<file path="src/rtl/hdmi_aux_receiver_if.sv">
// Aux payload bus into the HDMI aux receiver plus its decoded packet/sample outputs.
// The master side drives slot bits; the slave side is the receiver.
interface hdmi_aux_receiver_if;
  logic        ae;
  logic [4:0]  aux_slot;
  logic        header;
  logic [1:0]  sub0;
  logic [1:0]  sub1;
  logic [1:0]  sub2;
  logic [1:0]  sub3;

  logic        pkt_valid;
  logic [7:0]  pkt_hb0;
  logic [7:0]  pkt_hb1;
  logic [7:0]  pkt_hb2;
  logic        hdr_ecc_ok;
  logic [3:0]  sub_ecc_ok;
  logic        sample_strobe;
  logic [15:0] sample_left;
  logic [15:0] sample_right;
  logic [1:0]  sample_cs;
  logic        block_start;
  logic [1:0]  parity_err;

  modport master (
    output ae, aux_slot, header, sub0, sub1, sub2, sub3,
    input  pkt_valid, pkt_hb0, pkt_hb1, pkt_hb2, hdr_ecc_ok, sub_ecc_ok,
    input  sample_strobe, sample_left, sample_right, sample_cs, block_start, parity_err
  );

  modport slave (
    input  ae, aux_slot, header, sub0, sub1, sub2, sub3,
    output pkt_valid, pkt_hb0, pkt_hb1, pkt_hb2, hdr_ecc_ok, sub_ecc_ok,
    output sample_strobe, sample_left, sample_right, sample_cs, block_start, parity_err
  );
endinterface

</file>
<file path="src/rtl/hdmi_aux_receiver.sv">
// HDMI data-island aux packet receiver: slot deserializer, serial BCH check per block,
// and 2-channel audio sample decode for packet type 0x02.
module hdmi_aux_receiver (
  input  logic              clk,
  input  logic              reset,
  hdmi_aux_receiver_if.slave aux
);

  function automatic logic [7:0] ecc_step(input logic [7:0] ecc, input logic d);
    logic fb;
    fb = ecc[0] ^ d;
    return (ecc >> 1) ^ (fb ? 8'h83 : 8'h00);
  endfunction

  logic [4:0]  exp_slot_q, exp_slot_d;
  logic [31:0] hdr_sr_q, hdr_sr_d;
  logic [63:0] sub_sr_q [4];
  logic [63:0] sub_sr_d [4];
  logic [7:0]  hdr_ecc_q, hdr_ecc_d;
  logic [7:0]  sub_ecc_q [4];
  logic [7:0]  sub_ecc_d [4];

  logic        pkt_valid_q, pkt_valid_d;
  logic [7:0]  pkt_hb0_q, pkt_hb0_d;
  logic [7:0]  pkt_hb1_q, pkt_hb1_d;
  logic [7:0]  pkt_hb2_q, pkt_hb2_d;
  logic        hdr_ecc_ok_q, hdr_ecc_ok_d;
  logic [3:0]  sub_ecc_ok_q, sub_ecc_ok_d;
  logic        sample_strobe_q, sample_strobe_d;
  logic [15:0] sample_left_q, sample_left_d;
  logic [15:0] sample_right_q, sample_right_d;
  logic [1:0]  sample_cs_q, sample_cs_d;
  logic        block_start_q, block_start_d;
  logic [1:0]  parity_err_q, parity_err_d;

  logic [1:0]  sub_in [4];
  logic        start, take, done;
  logic        hdr_ok;
  logic [3:0]  sub_ok;
  logic [15:0] left_w, right_w;
  logic [7:0]  vucp_w;

  assign sub_in[0] = aux.sub0;
  assign sub_in[1] = aux.sub1;
  assign sub_in[2] = aux.sub2;
  assign sub_in[3] = aux.sub3;

  // Slot 0 always (re)starts a packet; any other out-of-order slot or an ae drop clears state.
  always_comb begin
    start      = aux.ae && (aux.aux_slot == 5'd0);
    take       = aux.ae && ((aux.aux_slot == exp_slot_q) || start);
    done       = take && (aux.aux_slot == 5'd31);
    exp_slot_d = take ? (aux.aux_slot + 5'd1) : 5'd0;

    hdr_sr_d  = hdr_sr_q;
    sub_sr_d  = sub_sr_q;
    hdr_ecc_d = 8'h00;
    for (int n = 0; n < 4; n++) sub_ecc_d[n] = 8'h00;

    if (take) begin
      hdr_sr_d[aux.aux_slot] = aux.header;
      hdr_ecc_d = start ? 8'h00 : hdr_ecc_q;
      if (aux.aux_slot < 5'd24) hdr_ecc_d = ecc_step(hdr_ecc_d, aux.header);
      for (int n = 0; n < 4; n++) begin
        sub_sr_d[n][{aux.aux_slot, 1'b0} +: 2] = sub_in[n];
        sub_ecc_d[n] = start ? 8'h00 : sub_ecc_q[n];
        if (aux.aux_slot < 5'd28) begin
          sub_ecc_d[n] = ecc_step(sub_ecc_d[n], sub_in[n][0]);
          sub_ecc_d[n] = ecc_step(sub_ecc_d[n], sub_in[n][1]);
        end
      end
    end

    // Parity slots never advance the LFSRs, so the held value is final when slot 31 lands.
    hdr_ok = (hdr_ecc_q == hdr_sr_d[31:24]);
    for (int n = 0; n < 4; n++) sub_ok[n] = (sub_ecc_q[n] == sub_sr_d[n][63:56]);

    left_w  = sub_sr_d[0][23:8];
    right_w = sub_sr_d[0][47:32];
    vucp_w  = sub_sr_d[0][55:48];

    pkt_valid_d     = 1'b0;
    sample_strobe_d = 1'b0;
    pkt_hb0_d       = pkt_hb0_q;
    pkt_hb1_d       = pkt_hb1_q;
    pkt_hb2_d       = pkt_hb2_q;
    hdr_ecc_ok_d    = hdr_ecc_ok_q;
    sub_ecc_ok_d    = sub_ecc_ok_q;
    sample_left_d   = sample_left_q;
    sample_right_d  = sample_right_q;
    sample_cs_d     = sample_cs_q;
    block_start_d   = block_start_q;
    parity_err_d    = parity_err_q;

    if (done) begin
      pkt_valid_d  = 1'b1;
      pkt_hb0_d    = hdr_sr_d[7:0];
      pkt_hb1_d    = hdr_sr_d[15:8];
      pkt_hb2_d    = hdr_sr_d[23:16];
      hdr_ecc_ok_d = hdr_ok;
      sub_ecc_ok_d = sub_ok;
      if ((hdr_sr_d[7:0] == 8'h02) && hdr_sr_d[8] && hdr_ok && sub_ok[0]) begin
        sample_strobe_d = 1'b1;
        sample_left_d   = left_w;
        sample_right_d  = right_w;
        sample_cs_d     = {vucp_w[6], vucp_w[2]};
        block_start_d   = hdr_sr_d[20];
        parity_err_d    = {^{right_w, vucp_w[7:4]}, ^{left_w, vucp_w[3:0]}};
      end
    end
  end

  always_ff @(posedge clk or posedge reset) begin
    if (reset) begin
      exp_slot_q      <= 5'd0;
      hdr_sr_q        <= 32'd0;
      hdr_ecc_q       <= 8'h00;
      for (int n = 0; n < 4; n++) begin
        sub_sr_q[n]  <= 64'd0;
        sub_ecc_q[n] <= 8'h00;
      end
      pkt_valid_q     <= 1'b0;
      pkt_hb0_q       <= 8'h00;
      pkt_hb1_q       <= 8'h00;
      pkt_hb2_q       <= 8'h00;
      hdr_ecc_ok_q    <= 1'b0;
      sub_ecc_ok_q    <= 4'h0;
      sample_strobe_q <= 1'b0;
      sample_left_q   <= 16'h0000;
      sample_right_q  <= 16'h0000;
      sample_cs_q     <= 2'b00;
      block_start_q   <= 1'b0;
      parity_err_q    <= 2'b00;
    end else begin
      exp_slot_q      <= exp_slot_d;
      hdr_sr_q        <= hdr_sr_d;
      hdr_ecc_q       <= hdr_ecc_d;
      for (int n = 0; n < 4; n++) begin
        sub_sr_q[n]  <= sub_sr_d[n];
        sub_ecc_q[n] <= sub_ecc_d[n];
      end
      pkt_valid_q     <= pkt_valid_d;
      pkt_hb0_q       <= pkt_hb0_d;
      pkt_hb1_q       <= pkt_hb1_d;
      pkt_hb2_q       <= pkt_hb2_d;
      hdr_ecc_ok_q    <= hdr_ecc_ok_d;
      sub_ecc_ok_q    <= sub_ecc_ok_d;
      sample_strobe_q <= sample_strobe_d;
      sample_left_q   <= sample_left_d;
      sample_right_q  <= sample_right_d;
      sample_cs_q     <= sample_cs_d;
      block_start_q   <= block_start_d;
      parity_err_q    <= parity_err_d;
    end
  end

  assign aux.pkt_valid     = pkt_valid_q;
  assign aux.pkt_hb0       = pkt_hb0_q;
  assign aux.pkt_hb1       = pkt_hb1_q;
  assign aux.pkt_hb2       = pkt_hb2_q;
  assign aux.hdr_ecc_ok    = hdr_ecc_ok_q;
  assign aux.sub_ecc_ok    = sub_ecc_ok_q;
  assign aux.sample_strobe = sample_strobe_q;
  assign aux.sample_left   = sample_left_q;
  assign aux.sample_right  = sample_right_q;
  assign aux.sample_cs     = sample_cs_q;
  assign aux.block_start   = block_start_q;
  assign aux.parity_err    = parity_err_q;

endmodule

</file>
<file path="src/flat_wrapper.sv">
// flat-port wrapper written by rule: the top's interface ports become plain ports
module hdmi_aux_receiver_flat 
  (clk, reset, aux_ae, aux_aux_slot, aux_header, aux_sub0, aux_sub1, aux_sub2, aux_sub3, aux_pkt_valid, aux_pkt_hb0, aux_pkt_hb1, aux_pkt_hb2, aux_hdr_ecc_ok, aux_sub_ecc_ok, aux_sample_strobe, aux_sample_left, aux_sample_right, aux_sample_cs, aux_block_start, aux_parity_err);
  hdmi_aux_receiver_if aux_i ();
  input  logic clk;
  input  logic reset;
  input wire logic [$bits(aux_i.ae)-1:0] aux_ae;
  input wire logic [$bits(aux_i.aux_slot)-1:0] aux_aux_slot;
  input wire logic [$bits(aux_i.header)-1:0] aux_header;
  input wire logic [$bits(aux_i.sub0)-1:0] aux_sub0;
  input wire logic [$bits(aux_i.sub1)-1:0] aux_sub1;
  input wire logic [$bits(aux_i.sub2)-1:0] aux_sub2;
  input wire logic [$bits(aux_i.sub3)-1:0] aux_sub3;
  output wire logic [$bits(aux_i.pkt_valid)-1:0] aux_pkt_valid;
  output wire logic [$bits(aux_i.pkt_hb0)-1:0] aux_pkt_hb0;
  output wire logic [$bits(aux_i.pkt_hb1)-1:0] aux_pkt_hb1;
  output wire logic [$bits(aux_i.pkt_hb2)-1:0] aux_pkt_hb2;
  output wire logic [$bits(aux_i.hdr_ecc_ok)-1:0] aux_hdr_ecc_ok;
  output wire logic [$bits(aux_i.sub_ecc_ok)-1:0] aux_sub_ecc_ok;
  output wire logic [$bits(aux_i.sample_strobe)-1:0] aux_sample_strobe;
  output wire logic [$bits(aux_i.sample_left)-1:0] aux_sample_left;
  output wire logic [$bits(aux_i.sample_right)-1:0] aux_sample_right;
  output wire logic [$bits(aux_i.sample_cs)-1:0] aux_sample_cs;
  output wire logic [$bits(aux_i.block_start)-1:0] aux_block_start;
  output wire logic [$bits(aux_i.parity_err)-1:0] aux_parity_err;
  assign aux_i.ae = aux_ae;
  assign aux_i.aux_slot = aux_aux_slot;
  assign aux_i.header = aux_header;
  assign aux_i.sub0 = aux_sub0;
  assign aux_i.sub1 = aux_sub1;
  assign aux_i.sub2 = aux_sub2;
  assign aux_i.sub3 = aux_sub3;
  assign aux_pkt_valid = aux_i.pkt_valid;
  assign aux_pkt_hb0 = aux_i.pkt_hb0;
  assign aux_pkt_hb1 = aux_i.pkt_hb1;
  assign aux_pkt_hb2 = aux_i.pkt_hb2;
  assign aux_hdr_ecc_ok = aux_i.hdr_ecc_ok;
  assign aux_sub_ecc_ok = aux_i.sub_ecc_ok;
  assign aux_sample_strobe = aux_i.sample_strobe;
  assign aux_sample_left = aux_i.sample_left;
  assign aux_sample_right = aux_i.sample_right;
  assign aux_sample_cs = aux_i.sample_cs;
  assign aux_block_start = aux_i.block_start;
  assign aux_parity_err = aux_i.parity_err;
  hdmi_aux_receiver u_core (.clk(clk), .reset(reset), .aux(aux_i));
endmodule
</file>
<file path="config.mk">
export PLATFORM = sky130hd
export DESIGN_NAME = hdmi_aux_receiver_flat
export DESIGN_NICKNAME = d
export VERILOG_FILES = /design/src/rtl/hdmi_aux_receiver_if.sv /design/src/rtl/hdmi_aux_receiver.sv /design/src/flat_wrapper.sv
export SDC_FILE = /design/constraint.sdc
export NUM_CORES = 1
export LEC_CHECK = 0
export CORE_MARGIN = 5
export CORE_UTILIZATION = 25
export CTS_CLUSTER_DIAMETER = 30
export DETAILED_ROUTE_END_ITERATION = 7
export MAX_ROUTING_LAYER = met4
export SLEW_MARGIN = 15
export SYNTH_ARGS = -nofsm -noshare
export SYNTH_HDL_FRONTEND = slang
export SYNTH_SLANG_ARGS = --single-unit
export TNS_END_PERCENT = 5
</file>
<file path="constraint.sdc">
create_clock -name clk -period 8.7 [get_ports clk]
set_input_delay 1.74 -clock clk [delete_from_list [all_inputs] [get_ports clk]]
set_output_delay 1.74 -clock clk [all_outputs]
set_load 0.02 [all_outputs]
</file>
* After elaboration in Yosys (flattened, before gate mapping)
Cells that the tools add are included.
** Word-level totals
- Register bits after elaboration :: 401
** Operators by class
- Add/sub/neg operators :: 2
- $lt $le $gt $ge :: 4
- Equality and inequality tests :: 8
- Shift operators :: 5
- Muxes and demuxes :: 34
- Bitwise operators :: 18
- Reduce and logical (&&, ||, !) cells :: 12
** Operators with widths (count)
- $bwmux 64 :: 4
- $mux 256 :: 1
- $shiftx 2x8->64 :: 4
- $mux 8 :: 20
- $xor 7x8->8 :: 9
- $mux 32 :: 2
- $shift 2x8->64 const A :: 1
- $eq 8x8->1 :: 5
- $reduce_xor 20->1 :: 2
- $bwmux 32 :: 1
- $lt 5x5->1 const B :: 2
- $xor 1x1->1 :: 9
- $eq 8x2->1 const B :: 1
- $neg 6->8 :: 1
- $logic_and 1x1->1 :: 7
- $lt 5x6->1 const B :: 1
- $add 5x1->5 const B :: 1
- $demux 1 s5 :: 1
- $eq 5x5->1 :: 1
- $eq 5x5->1 const B :: 1
- $ge 5x1->1 const B :: 1
- $logic_not 5->1 :: 1
- $mux 5 :: 1
- $mux 1 :: 4
- other kinds (2) :: 2

* Logic depth before layout (Yosys ltp)
Gate-level depths: netlist of run 1.
- Depth in word-level cells :: 12
- Gate-level depth with buffers :: 19
- Gate-level depth less buffers :: 15

* Worst setup path before layout of run 1
Ideal clock, no wire load.
- Kind :: in2reg
- From :: in aux_aux_slot[0]
- To :: reg u_core.block_start_q (netlist: u_core.aux.block_start)
- Data arrival time :: 5.555 ns
- Slack :: 3.017 ns
- Stages on the path :: 16
- Buffers on the path :: 4
- Path through :: clkbuf_1 -> inv_1 -> ha_1 -> buf_2 -> nand2b_1 -> nor2_1 -> ha_1 -> clkbuf_1 -> nor4_1 -> nand2_2 -> mux2_4 -> xnor2_1 -> o2111ai_1 -> nor4_4 -> buf_6 -> mux2_1
** RTL lines
- start, declared :: line flat_wrapper.sv:8 : input wire logic [$bits(aux_i.aux_slot)-1:0] aux_aux_slot;
- end signal, assigned :: line hdmi_aux_receiver.sv:152 : block_start_q <= block_start_d;
- end, declared :: line hdmi_aux_receiver.sv:33 : logic block_start_q, block_start_d;

* Worst setup path after layout of run 1
- From :: in aux_aux_slot[1]
- To :: reg u_core.sample_right_q[10] (netlist: u_core.aux.sample_right[10])
** Between the ends
- Word-level cells in the longest chain between the ends :: 11
- Elaborated cells on any way between the ends :: 26
** RTL lines
- $lt 5x6->1 (implied by the code) / $ge 5x1->1 (equally long branches) :: line hdmi_aux_receiver.sv:61 : hdr_sr_d[aux.aux_slot] = aux.header;
- $logic_and 1x1->1 (implied by the code) :: line hdmi_aux_receiver.sv:61
- $mux 1 (implied by the code) :: line hdmi_aux_receiver.sv:61
- $demux 1 s5
- $bwmux 32 :: line hdmi_aux_receiver.sv:61
- $mux 32 :: line hdmi_aux_receiver.sv:60 : if (take) begin
- $eq 8x2->1 :: line hdmi_aux_receiver.sv:102 : if ((hdr_sr_d[7:0] == 8'h02) && hdr_sr_d[8] && hdr_ok && sub_ok[0]) begin
- $logic_and 1x1->1 (3 in a row) :: line hdmi_aux_receiver.sv:102
- $reduce_and 2->1 (no source line)
- end signal, assigned :: line hdmi_aux_receiver.sv:150 : sample_right_q <= sample_right_d;
- end, declared :: line hdmi_aux_receiver.sv:31 : logic [15:0] sample_right_q, sample_right_d;
Parallel ways exist; a longest one is shown, timed or not.
A chain may end at the register's enable or synchronous reset.

==> insert_results.sql, run 1 <==
INSERT INTO impl_metrics (metric_group, metric, value, unit) VALUES
('outcome', 'run_status', 'completed', ''),
('grt', 'gr-usage-met2', '0.192', ''),
('cts', 'max-clock-path-buffers', '3', ''),
('timing', 'layout_worst_path_cycle_share', '0.720', ''),
('synth', 'synthDominantCellAreaShare', '0.509', ''),
('drt', 'drt-vias-per-instance', '4.62', ''),
('power', 'vdd.ir_drop.worst', '165', 'uV'),
('timing', 'grt_setup_unrepaired', 'false', ''),
('layout', 'final-instance-count-excl-fill', '1722', ''),
('die', 'core_area', '42000', 'um2'),
('cts', 'cts.hold.buffers_added', '0', ''),
('hold_path', 'cells_on_worst_hold_path', '2', ''),
('timing', 'final-setup-viol-count', '0', ''),
('critical_path', 'setup.worst_path.start_class', 'input port', ''),
('synth', 'netlist_top_cells_area', 'dfrtp_1 (51%), nand2_1 (8.5%), mux2_2 (6.2%)', ''),
('timing', 'worst_clock_skew', '24.0', 'ps'),
('critical_path', 'timing.critical_path.mode_cell', 'ha_1', ''),
('die', 'boundaryPins', '85', ''),
('timing', 'clock_period_minus_final_worst_setup_slack', '6270', 'ps'),
('die', 'die-height', '217', 'um'),
('drt', 'drcViolationCount', '0', ''),
('layout', 'final-seq-area', '5430', 'um2'),
('placement', 'globalplace.congestion', '0.874', ''),
('timing', 'timing.slew.headroom', '0.345', ''),
('drt', 'routed_wirelength', '28.6', 'mm'),
('critical_path', 'reg2regPathDepth', '12', ''),
('grt', 'grt_antenna_before_repair', '1', ''),
('layout', 'area_delta_synth_final', '30.6', '%'),
('critical_path', 'crit_path_max_fanout', '37', ''),
('power', 'power_density', '232', 'nW/um2'),
('synth', 'mappedNetlistNets', '1073', ''),
('flow_run', 'drv.max_cap_violation_count', '0', ''),
('critical_path', 'slowest_delay', '710', 'ps'),
('cts', 'worst_setup_hold_path_clk_slew', '40', 'ps'),
('synth', 'postSynthAreaPerCell', '10.2', 'um2'),
('drt', 'detail-route-antenna-nets', '0', ''),
('cts', 'insertion_delay', '550', 'ps'),
('power', 'power.share.switching', '0.221', ''),
('hold_path', 'min_delay_worst_endpoint', 'u_core.aux.sub_ecc_ok[3]', ''),
('grt', 'global_route.peak_usage_layer', 'met2', ''),
('timing', 'worst-slew-pin-transition', '975', 'ps'),
('critical_path', 'kind_of_cell_with_the_highest_combined_delay_on_the_critical_path', 'simple AND/OR/NAND/NOR gates', ''),
('critical_path', 'worstPathCellList', 'clkdlybuf4s50_1 -> inv_1 -> ha_1 -> nand2b_1 -> nor2_1 -> ha_1 -> nand2_1 -> o21a_1 -> nor3_2 -> nor3b_1 -> a311oi_1 -> o311a_1 -> o2111ai_1 -> nor4_4 -> buf_4 -> mux2_2', ''),
('layout', 'most_common_cell_after_layout_fill_and_taps_aside', 'nand2_1', ''),
('cts', 'htree_num_levels', '2', ''),
('cts', 'number_of_clock_sinks', '217', ''),
('synth', 'synth.distinct_cells', '61', ''),
('layout', 'post-route-cell-area', '13900', 'um2'),
('synth', 'synth-edff-count', '0', ''),
('layout', 'mostFrequentLayoutCells', 'nand2_1 (242), dfrtp_1 (217), clkdlybuf4s50_1 (84)', ''),
('synth', 'post_synth_inst_count', '1047', ''),
('grt', 'grt_util_all_layers', '0.125', ''),
('cts', 'cts_buffers', '52', ''),
('timing', 'drv_slew', '0', ''),
('placement', 'port-buffer-count', '84', ''),
('critical_path', 'regToRegStartpoint', 'u_core.exp_slot_q[0]', ''),
('drt', 'first_pass_iters', '5', ''),
('timing', 'fin_ws', '2430', 'ps'),
('cts', 'clockRootBuffer', 'clkbuf_16', ''),
('critical_path', 'r2r-end', 'u_core.aux.sample_right[10]', ''),
('synth', 'yosys_register_bits', '217', ''),
('die', 'die_width', '217', 'um'),
('critical_path', 'critPathSlowestCell', 'nor3_2', ''),
('critical_path', 'worst_ep_arrival_time', '6680', 'ps'),
('drt', 'first_iter_violations', '631', ''),
('synth', 'synth_seq_area_share', '0.509', ''),
('layout', 'finish.net_count', '1169', ''),
('critical_path', 'reg2reg_setup_slack', '4590', 'ps'),
('hold_path', 'holdCritStartpoint', 'u_core.aux.sub_ecc_ok[3]', ''),
('timing', 'achievable-frequency', '0.160', 'GHz'),
('synth', 'synth.cell_area', '10700', 'um2');
## state kept, by name, summed over array words and instances (netlist names)
name                      count
u_core.aux.sub_ecc_ok         4
u_core.aux.sample_right      16
u_core.aux.sample_left       16
u_core.sub_ecc_q             32
u_core.sub_sr_q              72
u_core.aux.pkt_hb0            8
u_core.aux.block_start        1
u_core.aux.pkt_valid          1
u_core.aux.parity_err         2
u_core.hdr_ecc_q              8
u_core.aux.pkt_hb2            8
u_core.exp_slot_q             5
u_core.aux.sample_cs          2
u_core.aux.sample_strobe      1
u_core.aux.hdr_ecc_ok         1
u_core.aux.pkt_hb1            8
u_core.hdr_sr_q              32
## synthesized netlist by cell type, drive strengths merged (3+ instances only)
cell type,count
nor3,22
ha,9
mux2i,19
xor2,51
a21oi,36
or3,3
nand2b,10
mux2,90
clkbuf,37
buf,17
xnor3,5
nor4,10
and3,13
nand3,36
xnor2,51
o2111ai,3
or4,5
nor2b,3
a22oi,15
a32oi,3
a31oi,3
nand2,244
nor2,35
inv,23
dfrtp,217
nor3b,3
and2,16
nand4,3
o21ai,42
## tightest hold or removal path, stage by stage, from the launching register on
cell and delay (ps):
dfrtp_1 330, nand2_1 50, nand2_1 50
## metal layers
metal	wire length (um)	share of wire
met5	0	0
met1	13700	0.48
met3	1150	0.040
met2	13300	0.46
met4	530	0.019
## power groups by stage
stage	registers [uW]	logic, uW	clock network, uW
finish	1030	155	2050
global route	1030	173	2150
CTS	1030	157	2080
detailed placement	1050	156	0
global placement	1040	154	0
floorplan	1050	104	0
## area by class of cell
type	count	area share
clock buffer	63	0.104
multi-input combinational	753	0.352
tap	539	0.0484
inverter	23	0.00674
sequential	217	0.390
clock inverter	30	0.0324
antenna	1	0.000180
timing repair buffer	96	0.0668
## cells by family (layout without fill, tap and decap cells)
logic type,Yosys count,count (layout),share of synthesized area
and+or+nand+nor,407,407,0.171
AOI/OAI and AO/OA,121,121,0.0698
buffers and inverters,77,212,0.0314
xor gates and xnor gates,107,107,0.0943
adders and majority gates,9,9,0.0106
other,0,1,0
DFF,217,217,0.509
muxes,109,109,0.113
## per-stage QoR
step           hold WS [ps]  utilization
2_1_floorplan           451            -
3_3_place_gp            458        0.286
3_5_place_dp            467        0.286
4_1_cts                 478        0.331
5_1_grt                 496        0.331
6_report                468        0.331
## how the worst max path moves through the flow
stage,startpoint,to
global route,aux_aux_slot[1],u_core.aux.sample_left[14]
floorplan,reset,u_core.aux.block_start
detailed placement,aux_aux_slot[1],u_core.aux.sample_right[14]
finish,aux_aux_slot[1],u_core.aux.sample_right[10]
CTS,aux_aux_slot[1],u_core.aux.sample_right[10]
global placement,aux_aux_slot[1],u_core.aux.parity_err[0]
Note: power is estimated with default switching activity, not from simulation.
==> run 2, diff against run 1 <==
- clock period: 8.7 -> 6.5 ns (I/O delays scaled with it)
==> run 2 against run 1 <==
Net effect:
- sequential power increased by 34%
- clock power increased by 34%
- clock-buffer cell count increased by 8
- die area unchanged
- utilization increased by 0.15 points
- clock skew decreased by 6.5 ps
- combinational power increased by 35%
- flip-flop and latch count unchanged
- total power increased by 34%
- global-route usage about the same
- sequential share of layout area decreased by 0.17 points
==> insert_results.sql, run 2 (same netlist as run 1, synthesis figures left out) <==
INSERT INTO impl_metrics (metric_group, metric, value, unit) VALUES
('layout', 'most_common_cell_after_layout_fill_and_taps_aside', 'nand2_1', ''),
('drt', 'first_pass_iters', '5', ''),
('drt', 'detail-route-antenna-nets', '0', ''),
('layout', 'largest_registers_ranked_by_flip_flop_count', 'u_core.sub_sr_q (72), u_core.hdr_sr_q (32), u_core.sub_ecc_q (32)', ''),
('critical_path', 'reg2regPathDepth', '12', ''),
('cts', 'insertion_delay', '540', 'ps'),
('cts', 'cts.hold.buffers_added', '0', ''),
('cts', 'number_of_clock_sinks', '217', ''),
('critical_path', 'worst_ep_arrival_time', '5810', 'ps'),
('timing', 'clock_period_minus_final_worst_setup_slack', '5390', 'ps'),
('power', 'cellInternalPower', '3420', 'uW'),
('grt', 'first_pass_grt_wire_length', '46.5', 'mm'),
('drt', 'routed_wirelength', '28.3', 'mm'),
('timing', 'final-setup-viol-count', '0', ''),
('die', 'initial_utilization', '0.254', ''),
('critical_path', 'critPathCaptureType', 'flip-flop', ''),
('layout', 'fillerInstances', '4253', ''),
('timing', 'final_hold_viol_count', '0', ''),
('placement', 'hpwl_reported_at_the_end_of_detailed_placement', '19.5', 'mm'),
('die', 'die-height', '217', 'um'),
('outcome', 'run_status', 'completed', ''),
('cts', 'max-clock-path-buffers', '3', ''),
('drt', 'vias', '7976', ''),
('power', 'share_clk_of_total_power', '0.633', ''),
('grt', 'grt_overflow_total', '0', ''),
('placement', 'globalplace.congestion', '0.831', ''),
('timing', 'worst_clock_skew', '17.5', 'ps'),
('critical_path', 'worstSetupStartpoint', 'aux_aux_slot[0]', ''),
('power', 'p_comb_frac', '0.048', ''),
('placement', 'port-buffer-count', '84', ''),
('cts', 'cts_tree', 'built', ''),
('timing', 'worst-slew-pin-transition', '1140', 'ps'),
('drt', 'drcViolationCount', '0', ''),
('hold_path', 'hold_path_class', 'reg2reg', ''),
('layout', 'mostFrequentLayoutCells', 'nand2_1 (242), dfrtp_1 (217), clkdlybuf4s50_1 (84)', ''),
('critical_path', 'crit_path_max_fanout', '37', ''),
('critical_path', 'critical_path.endpoint', 'u_core.aux.sample_right[11]', ''),
('die', 'placementRows', '75', ''),
('layout', 'finish.net_count', '1177', ''),
('drt', 'first_iter_violations', '555', ''),
('grt', 'grt_pass1_vias', '8348', ''),
('power', 'finalPower', '4330', 'uW'),
('layout', 'largest_reg_flops', '72', ''),
('critical_path', 'regToRegStartpoint', 'u_core.exp_slot_q[0]', ''),
('power', 'total_leakage_power', '0.00669', 'uW'),
('cts', 'htree_num_levels', '2', ''),
('timing', 'timing.setup.tns', '0', 'ps'),
('cts', 'post_cts_resized', '0', ''),
('die', 'die_area', '46900', 'um2'),
('drt', 'drt-vias-per-instance', '4.61', ''),
('layout', 'antenna_cells', '0', ''),
('layout', 'area_delta_synth_final', '31.2', '%'),
('power', 'power_density', '310', 'nW/um2'),
('timing', 'drv_slew', '0', ''),
('grt', 'grt_util_all_layers', '0.124', ''),
('layout', 'final-instance-count-excl-fill', '1729', ''),
('placement', 'numPlacedInstances', '1635', ''),
('timing', 'layout_worst_path_cycle_share', '0.830', ''),
('power', 'net-switching-power', '907', 'uW'),
('timing', 'grt_setup_unrepaired', 'false', ''),
('power', 'vdd.ir_drop.worst', '216', 'uV'),
('cts', 'worst_setup_hold_path_clk_slew', '40', 'ps'),
('die', 'die_width', '217', 'um'),
('flow_run', 'drv.max_cap_violation_count', '0', ''),
('grt', 'grt_max_degree', '127', ''),
('grt', 'grt_antenna_before_repair', '0', ''),
('timing', 'achievable-frequency', '0.185', 'GHz'),
('critical_path', 'setup.worst_path.class', 'in2reg', ''),
('critical_path', 'reg2reg_setup_slack', '2500', 'ps'),
('timing', 'timing.slew.headroom', '0.236', ''),
('die', 'boundaryPins', '85', ''),
('cts', 'clockRootBuffer', 'clkbuf_16', ''),
('power', 'power_frac_seq', '0.319', ''),
('cts', 'cts_buffers', '52', ''),
('layout', 'post_route_cells_drive_above_1_share', '0.148', ''),
('critical_path', 'r2r-end', 'u_core.aux.sample_right[11]', ''),
('die', 'core_area', '42000', 'um2'),
('critical_path', 'cp.required', '6920', 'ps'),
('drt', 'post_detailed_route_wirelength_per_cell', '16.4', 'um'),
('power', 'power.share.switching', '0.209', ''),
('critical_path', 'setup.worst_path.start_class', 'input port', ''),
('layout', 'register_bank_with_the_most_flops', 'u_core.sub_sr_q', ''),
('cts', 'post-cts-setup-buffers', '0', '');
[run 2: changes by cell type in the layout (fill, tap and decap cells not counted), sizes merged]
cell / delta
inv: -1
bufinv: +1
clkbuf: +8
clkinv: -3
buf: +8
clkinvlp: -5
diode: -1
[run 2: routing by layer]
| metal | share of wire | vias to the layer above | GRT usage | wire, um |
|---|---|---|---|---|
| met5 | 0 | - | - | 0 |
| met4 | 0.022 | 0 | 0.0371 | 610 |
| met3 | 0.037 | 47 | 0.0195 | 1040 |
| met2 | 0.46 | 206 | 0.191 | 13100 |
| met1 | 0.48 | 3958 | 0.170 | 13600 |
| li1 | - | 3765 | - | - |
[run 2: through the flow]
stage	instance area, um2	setup slack [ps]	hold WS [ps]	util
finish	14000	1110	467	0.333
global route	14000	826	496	0.333
CTS	14000	1150	477	0.332
detailed placement	12100	623	466	0.288
global placement	12100	720	460	0.288
floorplan	10700	1260	451	-
[run 2: critical path, cell delays in order]
cell and delay (ps):
clkdlybuf4s50_1 480, inv_1 200, ha_1 200, nand2b_1 110, nor2_1 110, ha_1 230, nand2_1 110, buf_4 190
o21ai_2 290, nand2_1 210, inv_2 380, o21ai_0 170, a31oi_1 180, o2111ai_1 130, or4_1 610, nor4_4 230
buf_12 260, mux2_2 370
[run 2: how the worst min path moves through the flow]
stage / depth (start not counted) / endpoint / from
finish: 2 / u_core.aux.pkt_hb1[5] / u_core.aux.pkt_hb1[5]
global route: 2 / u_core.aux.pkt_hb0[1] / u_core.aux.pkt_hb0[1]
CTS: 2 / u_core.aux.pkt_hb1[3] / u_core.aux.pkt_hb1[3]
detailed placement: 2 / u_core.aux.pkt_hb1[3] / u_core.aux.pkt_hb1[3]
global placement: 2 / u_core.aux.sub_ecc_ok[3] / u_core.aux.sub_ecc_ok[3]
floorplan: 2 / u_core.sub_sr_q[122] / u_core.sub_sr_q[122]
[run 2: final cells by class]
type                    count  area, um2  area share
flip-flops and latches    217       5430       0.388
inverters                  23       90.1     0.00644
clock inverters            22        378      0.0270
clock buffers              71       1490       0.107
multi-input cells         753       4900       0.350
well taps                 539        674      0.0482
repair buffers            104       1030      0.0735
[run 2: power groups by stage]
stage                     logic (uW)  registers (uW)  clock network [uW]
final                            210            1380                2740
after global routing             234            1380                2870
after CTS                        211            1380                2790
after detailed placement         210            1400                   0
after global placement           207            1400                   0
after floorplan                  139            1400                   0
==> run 3, diff against run 2 <==
- clock period: 6.5 -> 5.5 ns (I/O delays scaled with it)
==> run 3 against run 2 <==
Net effect:
- utilization rose by 0.41 points
- clock skew rose by 23 ps
- die area did not move
- clock-buffer cell count fell by 9
==> insert_results.sql, run 3 (same netlist as run 1, synthesis figures left out) <==
INSERT INTO impl_metrics (metric_group, metric, value, unit) VALUES
('cts', 'htree_num_levels', '2', ''),
('layout', 'largest_registers_ranked_by_flip_flop_count', 'u_core.sub_sr_q (72), u_core.hdr_sr_q (32), u_core.sub_ecc_q (32)', ''),
('timing', 'worst-slew-pin-transition', '867', 'ps'),
('layout', 'register_bank_with_the_most_flops', 'u_core.sub_sr_q', ''),
('timing', 'worst_clock_skew', '40.2', 'ps'),
('critical_path', 'slowest_delay', '550', 'ps'),
('critical_path', 'critPathCaptureType', 'flip-flop', ''),
('timing', 'achievable-frequency', '0.210', 'GHz'),
('timing', 'drv_slew', '0', ''),
('drt', 'drt-vias-per-instance', '4.55', ''),
('cts', 'cts_tree', 'built', ''),
('cts', 'clockRootBuffer', 'clkbuf_16', ''),
('die', 'die_area', '46900', 'um2'),
('critical_path', 'setup.worst_path.start_class', 'input port', ''),
('die', 'die_width', '217', 'um'),
('drt', 'first_pass_iters', '7', ''),
('timing', 'grt_setup_unrepaired', 'false', ''),
('timing', 'timing.setup.tns', '0', 'ps'),
('timing', 'final-setup-viol-count', '0', ''),
('hold_path', 'hold_path_class', 'reg2reg', ''),
('drt', 'first_iter_violations', '544', ''),
('power', 'power_density', '364', 'nW/um2'),
('grt', 'grt_util_all_layers', '0.123', ''),
('cts', 'post-cts-setup-buffers', '0', ''),
('drt', 'vias', '7971', ''),
('die', 'placementRows', '75', ''),
('timing', 'final_hold_viol_count', '0', ''),
('grt', 'grt_overflow_total', '0', ''),
('flow_run', 'drv.max_cap_violation_count', '0', ''),
('die', 'die-height', '217', 'um'),
('placement', 'port-buffer-count', '84', ''),
('timing', 'clock_period_minus_final_worst_setup_slack', '4760', 'ps'),
('critical_path', 'setup.worst_path.class', 'in2reg', ''),
('grt', 'first_pass_grt_wire_length', '46.0', 'mm'),
('cts', 'max-clock-path-buffers', '3', ''),
('drt', 'routed_wirelength', '28.1', 'mm'),
('critical_path', 'crit_path_max_fanout', '37', ''),
('drt', 'detail-route-antenna-nets', '0', ''),
('layout', 'finish.net_count', '1199', ''),
('layout', 'most_common_cell_after_layout_fill_and_taps_aside', 'nand2_1', ''),
('layout', 'antenna_cells', '0', ''),
('layout', 'largest_reg_flops', '72', ''),
('cts', 'post_cts_resized', '0', ''),
('die', 'initial_utilization', '0.254', ''),
('grt', 'grt_antenna_before_repair', '0', ''),
('placement', 'hpwl_reported_at_the_end_of_detailed_placement', '19.5', 'mm'),
('cts', 'cts.hold.buffers_added', '0', ''),
('cts', 'worst_setup_hold_path_clk_slew', '40', 'ps'),
('layout', 'post_route_cells_drive_above_1_share', '0.167', ''),
('critical_path', 'worstPathCellList', 'clkdlybuf4s50_1 -> inv_1 -> ha_1 -> nand2b_1 -> nor2_1 -> ha_1 -> nand2_1 -> o21a_1 -> nor2_1 -> nand2_2 -> mux2_4 -> xnor2_1 -> o2111ai_1 -> nor4_4 -> buf_12 -> mux2_1', ''),
('timing', 'timing.slew.headroom', '0.422', ''),
('timing', 'layout_worst_path_cycle_share', '0.866', ''),
('placement', 'placement.cell_area', '12300', 'um2'),
('timing', 'fin_hold_ws', '470', 'ps'),
('hold_path', 'cells_on_worst_hold_path', '2', ''),
('die', 'core_area', '42000', 'um2'),
('critical_path', 'critPathSlowestCell', 'clkdlybuf4s50_1', ''),
('power', 'vdd.ir_drop.worst', '228', 'uV'),
('critical_path', 'kind_of_cell_with_the_highest_combined_delay_on_the_critical_path', 'simple AND/OR/NAND/NOR gates', ''),
('layout', 'post-route-cell-area', '14200', 'um2'),
('layout', 'fillerInstances', '4195', ''),
('layout', 'mostFrequentLayoutCells', 'nand2_1 (242), dfrtp_1 (217), clkdlybuf4s50_1 (84)', ''),
('die', 'boundaryPins', '85', ''),
('critical_path', 'worst-path-stages', '16', ''),
('drt', 'post_detailed_route_wirelength_per_cell', '16.1', 'um'),
('drt', 'drcViolationCount', '0', ''),
('cts', 'cts_buffers', '51', ''),
('grt', 'grt_pass1_vias', '8250', ''),
('critical_path', 'reg2regPathDepth', '11', ''),
('placement', 'globalplace.congestion', '0.852', ''),
('critical_path', 'critical_path_buf_inv_count', '3', ''),
('power', 'total_leakage_power', '0.00678', 'uW'),
('grt', 'grt_max_degree', '158', ''),
('outcome', 'run_status', 'completed', ''),
('critical_path', 'cp.required', '5900', 'ps'),
('layout', 'area_delta_synth_final', '32.9', '%'),
('cts', 'insertion_delay', '550', 'ps'),
('critical_path', 'worst_ep_arrival_time', '5160', 'ps'),
('cts', 'number_of_clock_sinks', '217', '');
## run 3: report_power, final
group	internal, uW	total [uW]	switching (uW)	leakage [uW]
sequential	1620	1630	9.56	0.00302
combinational	93.7	255	162	0.00286
clock	2330	3270	936	0.000900
## run 3: final cells by class
class	instances	area, um2	area share
clock buffers	62	1380	0.0972
multi-input cells	753	4900	0.346
clock inverters	31	508	0.0359
repair buffers	127	1190	0.0839
well taps	539	674	0.0476
flip-flops and latches	217	5430	0.383
inverters	23	90.1	0.00636
## run 3: layer usage
| metal | up-vias | global-route usage | routed length (um) |
|---|---|---|---|
| li1 | 3822 | - | - |
| met1 | 3909 | 0.170 | 13700 |
| met2 | 190 | 0.184 | 12600 |
| met3 | 50 | 0.0195 | 1050 |
| met4 | 0 | 0.0428 | 782 |
| met5 | - | - | 0 |
## run 3: per-stage QoR
step / total power [uW] / setup WS [ps] / util / cells
2_1_floorplan: 1820 / 457 / - / 1047
3_3_place_gp: 1910 / 266 / 0.292 / 1659
3_5_place_dp: 1910 / 224 / 0.292 / 1659
4_1_cts: 5210 / 765 / 0.337 / 1752
5_1_grt: 5340 / 496 / 0.337 / 1752
6_report: 5150 / 738 / 0.337 / 1752
## run 3: path summary, 6_finish.rpt
check	start	to	slack, ps
setup / recovery	aux_aux_slot[0]	u_core.aux.parity_err[1]	740
hold / removal	u_core.aux.sub_ecc_ok[3]	u_core.aux.sub_ecc_ok[3]	470
setup reg to reg	u_core.exp_slot_q[4]	u_core.aux.parity_err[1]	1840
hold reg to reg	u_core.aux.sub_ecc_ok[3]	u_core.aux.sub_ecc_ok[3]	470
max in group asynchronous	reset	u_core.aux.sub_ecc_ok[3]	3550
min in group asynchronous	reset	u_core.hdr_sr_q[4]	860
## run 3: tightest hold or removal path, stage by stage, from the launching register on
cell     delay (ps)
dfrtp_1         330
nand2_1          50
nand2_1          50
==> RTL edit 1, RTL diff (settings of run 1) <==
Take the reset off `pkt_hb2_q` and load it in a clocked block of its own.
--- a/src/rtl/hdmi_aux_receiver.sv
+++ b/src/rtl/hdmi_aux_receiver.sv
@@ -124,3 +124,2 @@
       pkt_hb1_q       <= 8'h00;
-      pkt_hb2_q       <= 8'h00;
       hdr_ecc_ok_q    <= 1'b0;
@@ -144,3 +143,2 @@
       pkt_hb1_q       <= pkt_hb1_d;
-      pkt_hb2_q       <= pkt_hb2_d;
       hdr_ecc_ok_q    <= hdr_ecc_ok_d;
@@ -154,2 +152,6 @@
     end
+  end
+
+  always_ff @(posedge clk) begin
+    pkt_hb2_q <= pkt_hb2_d;
   end
Check against the original RTL: same outputs for any inputs over 4 cycles, from zero or initial values and one cycle with reset high; that may be too few to reach the edited logic, so the function may still have changed.
==> RTL edit 1 against run 1 <==
Worst hold slack better by 0.0077 ns; area after synthesis is 2.1% higher; clock skew is 0.0054 ns lower; die area is 2.0% higher; design area is 0.91% higher; routed wire length is 4.7% higher; setup slack worse by 0.57 ns; highest routed layer unchanged; sequential cell count stayed put; largest power group unchanged; critical endpoint is now u_core.aux.parity_err[0]$_DFFE_PP0P_; global-route usage is 0.34 points higher; power is 3.3% lower.
==> RTL edit 1: results (changes against run 1) <==
Outcome
  • Outcome: finished, final reports clean (unchanged)

Final layout
  • Layout cell share with drive strength beyond 1: 0.137 (was 0.148)
  • Sequential cell count of the final layout: 217 (unchanged)
  • # nets final: 1216 (was 1169)
  • Final non-filler cell area: 14100 um^2 (was 13900 um^2)
  • Non-clock inverter count in the final layout: 27 (was 23)
  • Clock tree cell share of total cell area: 0.125 (was 0.136)
  • Synth-to-layout area growth: 29.1% (was 30.6%)

Placed design
  • DP Wirelength: 20.4 mm (was 19.4 mm)
  • Placed cell areas: 12300 um^2 (was 12000 um^2)
  • Final GP Congestion: 0.899 (was 0.874)

Min path
  • Worst hold start: u_core.aux.pkt_hb1[6]$_DFFE_PP0P_ (was u_core.aux.sub_ecc_ok[3]$_DFFE_PP0P_)
  • Worst-case hold path end point: u_core.aux.pkt_hb1[6]$_DFFE_PP0P_ (was u_core.aux.sub_ecc_ok[3]$_DFFE_PP0P_)

Route
  • Routed via count divided by cell count: 4.57 (was 4.62)
  • Routed length per instance: 16.5 um (was 16.6 um)
  • Routed wire length: 30.0 mm (was 28.6 mm)

CTS
  • TritonCTS buffer count: 50 (was 52)

Yosys
  • Synth Area in Compound Gates: 0.0841 (was 0.0698)
  • Syn_nets: 1127 (was 1073)
  • Share of synthesized registers carrying an async set or reset: 0.963 (was 1.00)
  • Count of flip-flops with a built-in enable after synthesis: 8 (was 0)
  • Distinct cell type count after synthesis: 74 (was 61)
  • Adder and majority gate portion of the synthesized area: 0.0103 (was 0.0106)
  • Area share of xor/xnor cells in the synthesized design: 0.0924 (was 0.0943)

Power
  • Comb. pwr: 0.167 mW (was 0.155 mW)
  • Power density over cell area: 222 nW/um^2 (was 232 nW/um^2)
  • Peak supply drop: 0.160 mV (was 0.165 mV)
  • Clk pwr share: 0.615 (was 0.633)
  • Net switching power figure: 0.737 mW (was 0.714 mW)

GRT
  • Pin count of the biggest net entering global routing: 141 (was 96)
  • Global routing usage summed across all routing layers: 0.128 (was 0.125)
  • Initial antenna violation count: 0 (was 1)

Timing
  • Remaining max-slew budget at the tightest pin: 0.351 (was 0.345)
  • Post-layout min period: 6.83 ns (was 6.27 ns)

Worst setup path
  • Worst EP arrival: 7.26 ns (was 6.68 ns)
  • R2R depth: 11 (was 12)
  • Max FO, Critical Path: 19 (was 37)
  • Worst reg2reg startpoint: u_core.exp_slot_q[4]$_DFF_PP0_ (was u_core.exp_slot_q[0]$_DFF_PP0_)
  • Critical Path Slowest Stage Cell: clkdlybuf4s50_1 (was nor3_2)
[RTL edit 1: cell count changes in the layout (fill, tap and decap cells not counted), moves of 8 or more]
cell | run 1 | this run
nand2_1 | 242 | 272
o21ai_0 | 40 | 61
mux2_2 | 59 | 43
nor2_1 | 35 | 50
xor2_1 | 51 | 37
nor3_1 | 19 | 7
xnor2_1 | 51 | 62
dfrtp_1 | 217 | 209
edfxtp_1 | 0 | 8
[RTL edit 1: routing by layer]
metal  vias up  part of all wire
met5         -                 0
met4         0             0.020
met3        54             0.054
met2       225              0.47
met1      4093              0.46
li1       3937                 -
[RTL edit 1: kinds of logic (layout without fill, tap and decap cells)]
group           after synthesis  after routing
simple gates                439            439
flops                       217            217
compound gates              152            152
xor+xnor                    106            106
buf+inv                      90            220
mux                          88             88
fa+ha+maj                     9              9
other cells                   0              2
[RTL edit 1: worst min-delay path, stage by stage (launching register included)]
cell and delay [ns]:
dfrtp_1 0.34, nand2_1 0.05, nand2_1 0.05
==> RTL edit 2, RTL diff (config.mk and constraints of run 1) <==
Made on the original files. Make the reset (`reset`) synchronous in one clocked block.
--- a/src/rtl/hdmi_aux_receiver.sv
+++ b/src/rtl/hdmi_aux_receiver.sv
@@ -112,3 +112,3 @@
 
-  always_ff @(posedge clk or posedge reset) begin
+  always_ff @(posedge clk) begin
     if (reset) begin
Behaviour: same outputs for any inputs over 4 cycles, from zero or initial values and one cycle with reset high; that may be too few to reach the edited logic, so the function may still have changed.
==> RTL edit 2 against run 1 <==
Routed wire length is 8.4% higher; sequential cell count stayed put; area after synthesis is 1.6% lower; design area is 1.2% lower; power is 2.5% higher; worst hold slack hardly changed; non-clock buffer count is 2 higher; setup slack worse by 0.70 ns.
==> RTL edit 2: results (changes against run 1) <==
Min path
  • Worst hold start: u_core.aux.hdr_ecc_ok$_SDFFE_PP0P_ (was u_core.aux.sub_ecc_ok[3]$_DFFE_PP0P_)
  • Hold path cells: 2 (unchanged)
  • Worst-case hold path end point: u_core.aux.hdr_ecc_ok$_SDFFE_PP0P_ (was u_core.aux.sub_ecc_ok[3]$_DFFE_PP0P_)

Yosys
  • Post-Synthesis Cells: 1238 (was 1047)
  • Leading register cell type out of synthesis: dfxtp_1 (was dfrtp_1)
  • Distinct cell type count after synthesis: 64 (was 61)
  • Sequential share of the synthesized area: 0.414 (was 0.509)
  • Share of synthesized registers carrying an async set or reset: 0 (was 1.00)
  • Synth area leaders: dfxtp_1 41%, mux2i_1 6.4%, nor2_1 6.3%, xnor2_1 5.9%, nand2_1 4.6% (was dfrtp_1 51%, nand2_1 8.5%, mux2_2 6.2%, xnor2_1 4.2%, xor2_1 4.2%)
  • List of most frequent post-synthesis cells: 217 x dfxtp_1, 177 x nor2_1, 128 x nand2_1 (was 242 x nand2_1, 217 x dfrtp_1, 59 x mux2_2)

Route
  • Initial drt markers: 704 (was 631)
  • Via Count: 9221 (was 7956)
  • Routed length per instance: 16.5 um (was 16.6 um)

Placed design
  • Placed cells: 1789 (was 1628)
  • DP Wirelength: 21.4 mm (was 19.4 mm)
  • # port buffers: 84 (unchanged)
  • Final GP Congestion: 0.892 (was 0.874)

Worst setup path
  • Max FO, Critical Path: 57 (was 37)
  • Worst EP arrival: 7.38 ns (was 6.68 ns)
  • R2R depth: 10 (was 12)
  • Worst reg2reg startpoint: u_core.exp_slot_q[1]$_SDFF_PP0_ (was u_core.exp_slot_q[0]$_DFF_PP0_)
  • Capture point of the worst reg-to-reg path: u_core.aux.sample_left[7]$_SDFFE_PP0P_ (was u_core.aux.sample_right[10]$_DFFE_PP0P_)
  • Worst setup startpoint: aux_aux_slot[1] (unchanged)
  • Setup slack of the worst register-to-register path: 4.00 ns (was 4.59 ns)

GRT
  • Global routing usage summed across all routing layers: 0.133 (was 0.125)
  • Via count of the first global-routing pass: 9006 (was 8354)
  • Global-route wire length before repair: 49.5 mm (was 46.7 mm)
  • Pin count of the biggest net entering global routing: 89 (was 96)
  • Initial antenna violation count: 3 (was 1)

Timing
  • Worst hold margin: 0.469 ns (was 0.468 ns)
  • Worst-case clock skew: 0.0199 ns (was 0.0240 ns)
  • Remaining max-slew budget at the tightest pin: 0.301 (was 0.345)

CTS
  • Post-cts gate resize count: 0 (unchanged)
  • Clock-pin slew on the worst setup and hold paths: 0.05 ns
  • TritonCTS buffer count: 52 (unchanged)

Final layout
  • Layout cell share with drive strength beyond 1: 0.0960 (was 0.148)
  • # nets final: 1330 (was 1169)
  • Filler-free cell count of the finished design: 1886 (was 1722)

Power
  • Leak: 5.02 nW (was 6.63 nW)
  • Peak supply drop: 0.115 mV (was 0.165 mV)

Outcome
  • Outcome: finished, final reports clean (unchanged)
## RTL edit 2: final cells by class
class	count	area, um^2
inverter	14	52.6
clock buffer	59	1380
sequential	217	4340
fill	4246	28000
timing repair buffer	98	943
clock inverter	35	587
multi-input combinational	921	5770
tap	539	674
antenna	3	7.51
## RTL edit 2: power breakdown
part | internal (mW) | switching [mW] | leakage [nW]
logic | 0.0397 | 0.0968 | 2.33
clock network | 1.55 | 0.620 | 0.948
registers | 1.00 | 0.00211 | 1.75
## RTL edit 2: per-stage QoR
| stage | instance area (um^2) | worst slack (ns) |
|---|---|---|
| after CTS | 13800 | 1.74 |
| after global placement | 11800 | 1.49 |
| after detailed placement | 11800 | 1.24 |
| after global routing | 13800 | 1.13 |
| after floorplan | 10500 | 3.21 |
| final | 13800 | 1.74 |
## RTL edit 2: critical path: stages
cell and delay, ns:
clkdlybuf4s50_1 0.62, inv_1 0.21, ha_1 0.52, and3_1 0.28
ha_1 0.20, nand2_1 0.45, o31a_1 0.34, or4b_1 0.58
and3_1 0.21, or4_4 0.52, nor4_4 0.34, and4_2 0.97
nor2_1 0.08, a311oi_1 0.28
## RTL edit 2: routing by layer
metal / vias up / wire (um) / track usage
met5: - / 0 / -
li1: 4524 / - / -
met4: 0 / 754 / 0.0438
met3: 63 / 2020 / 0.0305
met1: 4356 / 13800 / 0.168
met2: 278 / 14500 / 0.212
## RTL edit 2: cell families (layout without fill, tap and decap cells)
| group | Yosys count | in the layout | share of synthesized area |
|---|---|---|---|
| xor gates and xnor gates | 96 | 96 | 0.0801 |
| other | 0 | 3 | 0 |
| DFF | 217 | 217 | 0.414 |
| AOI/OAI and AO/OA | 248 | 248 | 0.159 |
| muxes | 77 | 77 | 0.0746 |
| adders and majority gates | 9 | 9 | 0.0107 |
| and+or+nand+nor | 491 | 491 | 0.223 |
| buffers and inverters | 100 | 206 | 0.0382 |
## RTL edit 2: how the worst max path moves through the flow
stage	endpoint	slack, ns
2_1_floorplan	u_core.aux.sample_right[11]$_SDFFE_PP0P_	3.21
3_3_place_gp	u_core.aux.sample_left[13]$_SDFFE_PP0P_	1.49
3_5_place_dp	u_core.aux.sample_cs[0]$_SDFFE_PP0P_	1.24
4_1_cts	u_core.aux.sample_left[7]$_SDFFE_PP0P_	1.74
5_1_grt	u_core.aux.sample_left[12]$_SDFFE_PP0P_	1.13
6_report	u_core.aux.sample_left[7]$_SDFFE_PP0P_	1.74
